===== src/rtl/shift_pkg.sv =====
// Shared definitions for the shift-register data path: FSM encoding,
// default word width and bit-order selectors.
package shift_pkg;

  typedef enum logic {
    ST_IDLE  = 1'b0,
    ST_SHIFT = 1'b1
  } shift_state_t;

  localparam int SHIFT_WIDTH_DEFAULT = 6;

  localparam bit MSB_FIRST_ORDER = 1'b1;
  localparam bit LSB_FIRST_ORDER = 1'b0;

endpackage


===== src/rtl/shift_deser_core.sv =====
// Bit collector: shift register, bit counter and IDLE/SHIFT FSM. wordDone and
// wordData are combinational so the holding register loads on the last-bit edge.
module shift_deser_core
  import shift_pkg::*;
#(
  parameter int WIDTH     = SHIFT_WIDTH_DEFAULT,
  parameter bit MSB_FIRST = MSB_FIRST_ORDER,
  localparam int CW       = $clog2(WIDTH)
) (
  input  logic             clk,
  input  logic             reset,
  input  logic             enable,
  input  logic             shiftEnable,
  input  logic             serialIn,
  output logic             wordDone,
  output logic [WIDTH-1:0] wordData,
  output logic [CW-1:0]    bitCount
);

  localparam logic [CW-1:0] LAST = CW'(WIDTH - 1);

  shift_state_t     r_state;
  logic [WIDTH-1:0] r_shift;
  logic [CW-1:0]    r_cnt;
  logic             w_accept;
  logic [WIDTH-1:0] w_next;

  assign w_accept = enable & shiftEnable;

  generate
    if (MSB_FIRST) begin : g_msb
      assign w_next = {r_shift[WIDTH-2:0], serialIn};
    end else begin : g_lsb
      assign w_next = {serialIn, r_shift[WIDTH-1:1]};
    end
  endgenerate

  assign wordDone = w_accept && (r_state == ST_SHIFT) && (r_cnt == LAST);
  assign wordData = w_next;
  assign bitCount = r_cnt;

  always_ff @(posedge clk or negedge reset) begin
    if (!reset) begin
      r_state <= ST_IDLE;
      r_shift <= '0;
      r_cnt   <= '0;
    end else if (!enable) begin
      r_state <= ST_IDLE;
      r_shift <= '0;
      r_cnt   <= '0;
    end else if (w_accept) begin
      if (wordDone) begin
        // Clear the shifter so the next word never sees stale bits.
        r_state <= ST_IDLE;
        r_shift <= '0;
        r_cnt   <= '0;
      end else begin
        r_state <= ST_SHIFT;
        r_shift <= w_next;
        r_cnt   <= (r_state == ST_IDLE) ? CW'(1) : r_cnt + CW'(1);
      end
    end
  end

endmodule


===== src/rtl/shift_deserializer.sv =====
// Serial-to-parallel receiver: core bit collector plus a one-word holding
// register with valid/ready handshake and sticky overrun flag.
module shift_deserializer
  import shift_pkg::*;
#(
  parameter int WIDTH     = SHIFT_WIDTH_DEFAULT,
  parameter bit MSB_FIRST = MSB_FIRST_ORDER,
  localparam int CW       = $clog2(WIDTH)
) (
  input  logic             clk,
  input  logic             reset,
  input  logic             enable,
  input  logic             shiftEnable,
  input  logic             serialIn,
  input  logic             dataReady,
  output logic [WIDTH-1:0] dataOut,
  output logic             dataValid,
  output logic             overrun,
  output logic [CW-1:0]    bitCount
);

  logic             w_done;
  logic [WIDTH-1:0] w_word;

  shift_deser_core #(
    .WIDTH     (WIDTH),
    .MSB_FIRST (MSB_FIRST)
  ) u_core (
    .clk         (clk),
    .reset       (reset),
    .enable      (enable),
    .shiftEnable (shiftEnable),
    .serialIn    (serialIn),
    .wordDone    (w_done),
    .wordData    (w_word),
    .bitCount    (bitCount)
  );

  logic [WIDTH-1:0] r_data;
  logic             r_valid;
  logic             r_ovr;

  assign dataOut   = r_data;
  assign dataValid = r_valid;
  assign overrun   = r_ovr;

  always_ff @(posedge clk or negedge reset) begin
    if (!reset) begin
      r_data  <= '0;
      r_valid <= 1'b0;
      r_ovr   <= 1'b0;
    end else begin
      if (w_done) begin
        // A consume on the same edge frees the slot for the new word.
        if (!r_valid || dataReady) begin
          r_data  <= w_word;
          r_valid <= 1'b1;
        end else begin
          r_ovr <= 1'b1;
        end
      end else if (r_valid && dataReady) begin
        r_valid <= 1'b0;
      end
      if (!enable) r_ovr <= 1'b0;
    end
  end

endmodule


===== config.mk =====
export PLATFORM = sky130hd
export DESIGN_NAME = shift_deserializer
export DESIGN_NICKNAME = d
export VERILOG_FILES = /design/src/rtl/shift_pkg.sv /design/src/rtl/shift_deser_core.sv /design/src/rtl/shift_deserializer.sv
export SDC_FILE = /design/constraint.sdc
export NUM_CORES = 1
export LEC_CHECK = 0
export CAP_MARGIN = 20
export CORE_ASPECT_RATIO = 0.75
export CORE_MARGIN = 1
export CORE_UTILIZATION = 35
export DETAILED_ROUTE_END_ITERATION = 7
export PLACE_DENSITY = 0.57
export SLEW_MARGIN = 15
export SYNTH_ARGS = -nofsm -noshare
export SYNTH_HDL_FRONTEND = slang
export SYNTH_HIERARCHICAL = 1
export SYNTH_SLANG_ARGS = --single-unit

===== constraint.sdc =====
create_clock -name clk -period 1.9 [get_ports clk]
set_clock_uncertainty 0.2 [all_clocks]
set_input_delay 0.475 -clock clk [delete_from_list [all_inputs] [get_ports clk]]
set_output_delay 0.475 -clock clk [all_outputs]
set_load 0.02 [all_outputs]

==> impl_metrics.env <==
export IMPL_status="complete, no violations"
export IMPL_synthAdderAreaFrac=0.0323
export IMPL_synth_simple_area_share=0.140
export IMPL_clk_path_buf_depth=2
export IMPL_critPathBufInv=2
export IMPL_fmax_ghz=0.566
export IMPL_start_kind="input pin"
export IMPL_cts_tree="built"
export IMPL_finalHoldViolCount=0
export IMPL_synth_cell_area_um2=776
export IMPL_swShare=0.223
export IMPL_synth_seq_area_share=0.548
export IMPL_yosysTopAreaCell="dfrtp_1"
export IMPL_worstSetupPathType="in -> reg"
export IMPL_synthXorXnorAreaFrac=0
export IMPL_yosys_mux_area_fraction=0.116
export IMPL_synthFlopType="dfrtp_1"
export IMPL_grt_max_degree=18
export IMPL_yosys_warnings=6
export IMPL_vias=493
export IMPL_io_buffers=16
export IMPL_hold_depth=1
export IMPL_ff2ff_setup_slack_ns=0.17
export IMPL_die_area_um2=2410
export IMPL_vdd_ir_drop_max_mv=0.438
export IMPL_slew_violations=0
export IMPL_antenna_found_initial=0
export IMPL_synth_compound_area_frac=0.123
export IMPL_pwr_density_cell_nw_per_um2=624
export IMPL_timing_final_crit_share=0.929
export IMPL_final_seq_area_um2=425
export IMPL_ios=17
export IMPL_grt_pass1_wl_um=2500
export IMPL_p_int_uw=477
export IMPL_clkLatencyLatePin_ns=0.28
export IMPL_clk_root_buffer_cell="clkbuf_4"
export IMPL_final_nets=84
export IMPL_htreeDepth=1
export IMPL_drv_cap=0
export IMPL_drtAntennaViolNets=0
export IMPL_grt_pass1_vias=519
export IMPL_worstSetupEndpointType="flip-flop"
export IMPL_crit_chain="clkdlybuf4s50_1 > buf_4 > nor2b_1 > a32o_1"
export IMPL_die_y_um=42.8
export IMPL_synthDominantCellAreaShare=0.548
export IMPL_share_comb_of_total_power=0.087
export IMPL_crit_arrival_ns=1.78
export IMPL_synthArstFlopShare=1.00
export IMPL_core_area_um2=2050
export IMPL_synth_avg_cell_area_um2=14.4
export IMPL_drt_iter0_markers=8
export IMPL_fin_total_pwr_uw=614
export IMPL_gp_congestion=0.690
export IMPL_cts_sinks=17
export IMPL_n_fill_cell=204
export IMPL_first_pass_iters=4
export IMPL_syn_inst=54
export IMPL_synth_edf_count=0
export IMPL_tightest_slew_ns=0.600
export IMPL_wire_per_inst_um=13.7
export IMPL_via_per_inst=4.98
export IMPL_r2r_worst_path_cells=6
export IMPL_synth_top_cells_by_count="dfrtp_1 (17), a32o_1 (7), mux2_4 (6), nand2_1 (3), nor2b_1 (3)"
export IMPL_min_path_type="reg -> reg"
export IMPL_worst_path_stages=4
export IMPL_clkTransAtPathRegs_ns=0.09
export IMPL_multi_input_area_um2=319
export IMPL_rsz0062_at_grt="no"
export IMPL_critPathMaxFanout=8
export IMPL_die_w_um=56.4
export IMPL_initial_core_util=0.379
export IMPL_clock_power_share=0.299
export IMPL_routed_wl_um=1360
export IMPL_fp_row_count=14
export IMPL_p_seq_frac=0.613
export IMPL_synth_top_family_by_area="simple AND/OR/NAND/NOR gates"
export IMPL_period_needed_ns=1.77
export IMPL_grt_usage=0.141
export IMPL_p_leak_uw=0.000513
export IMPL_hpwl_um=967
export IMPL_dp_slack_ns=-0.137
export IMPL_max_slew_margin=0.599
export IMPL_synth_most_common_cell="dfrtp_1"
export IMPL_slowest_delay_ns=0.50
export IMPL_required_ns=1.92
export IMPL_drcViolationCount=0
export IMPL_final_setup_worst_slack_ns=0.134
export IMPL_cp_slowest_cell="nor2b_1"
export IMPL_crit_family="buffers and inverters"
export IMPL_cts_buffers=3
export IMPL_antennaDiodeCount=0
export IMPL_syn_to_final_growth_pct=26.9
export IMPL_synthesis_nets=62
export IMPL_yosysUniqueCellTypes=20
export IMPL_drive_gt1_frac=0.213
export IMPL_ys_ff_latch=17
export IMPL_grt_ovfl_total=0
export IMPL_p_sw_uw=137
export IMPL_setup_violations=0
export IMPL_synthTopCellsByArea="dfrtp_1 (55%), mux2_4 (12%), a32o_1 (9.0%)"
-- path summary, 6_finish.rpt --
kind                                           startpoint                             end
setup / recovery                                   enable   u_core/r_shift[0]$_DFFE_PN0P_
setup reg to reg           u_core/bitCount[1]$_DFFE_PN0P_          dataOut[1]$_DFFE_PN0P_
min in group asynchronous                           reset             overrun$_DFFE_PN0P_
max in group asynchronous                           reset  u_core/bitCount[1]$_DFFE_PN0P_
hold reg to reg             u_core/r_shift[4]$_DFFE_PN0P_   u_core/r_shift[4]$_DFFE_PN0P_
hold / removal              u_core/r_shift[4]$_DFFE_PN0P_   u_core/r_shift[4]$_DFFE_PN0P_
-- what timing repair did --
| item | CTS | global route |
|---|---|---|
| hold buffers | 0 | 0 |
| resized for setup | 11 | 0 |
| setup endpoints to repair | 11 | 0 |
| setup buffers | 0 | 0 |
-- per-layer routing --
| metal | GRT usage | vias up | wire [µm] |
|---|---|---|---|
| met3 | 0.0671 | 2 | 73 |
| met2 | 0.186 | 16 | 540 |
| met4 | 0.0293 | 0 | 15 |
| met5 | 0 | - | 0 |
| li1 | - | 242 | - |
| met1 | 0.208 | 233 | 727 |
-- power groups by stage --
| stage | Combinational, µW | Sequential (µW) | Clock (µW) |
|---|---|---|---|
| after floorplan | 23.6 | 386 | 0 |
| after global placement | 56.2 | 384 | 0 |
| after detailed placement | 56.7 | 384 | 0 |
| after CTS | 54.7 | 377 | 200 |
| after global routing | 59.8 | 378 | 214 |
| final | 53.7 | 377 | 184 |
-- cells by family after synthesis --
group                      Yosys count
AOI/OAI and AO/OA                   10
adders and majority gates            2
buffers and inverters                5
DFF                                 17
muxes                                6
and+or+nand+nor                     14
-- layout make-up --
class	count	share of cell area
repair buffers	20	0.179
flip-flops and latches	17	0.432
well taps	24	0.0305
clock buffers	4	0.0267
inverters	2	0.00762
multi-input cells	32	0.324
-- registers in the layout, indices dropped and copies added, names as in the netlist --
name,flops
overrun,1
u_core/r_shift,5
dataValid,1
u_core/r_state,1
u_core/bitCount,3
dataOut,6
-- through the flow --
step | std cells | TNS, ns | utilization | hold slack [ns] | cell area (µm²)
finish | 99 | 0 | 0.480 | 0.296 | 985
floorplan | 54 | 0 | - | -0.0206 | 776
global route | 99 | 0 | 0.480 | 0.329 | 985
detailed placement | 95 | -1.71 | 0.474 | 0.281 | 972
global placement | 95 | -1.73 | 0.474 | 0.274 | 972
CTS | 99 | 0 | 0.480 | 0.303 | 985
-- cells in the final DEF, fill, tap and decap left out, types with 2 or more instances in the layout --
master	synthesis	layout
a32o_1	7	7
buf_4	1	4
clkbuf_4	0	3
clkdlybuf4s50_1	0	5
dfrtp_1	17	17
dlygate4sd2_1	0	11
ha_1	2	2
inv_1	2	2
mux2_4	6	6
nand2_1	3	3
nor2_1	2	2
nor2b_1	3	3
No activity file was read; power rests on OpenSTA's default activity.
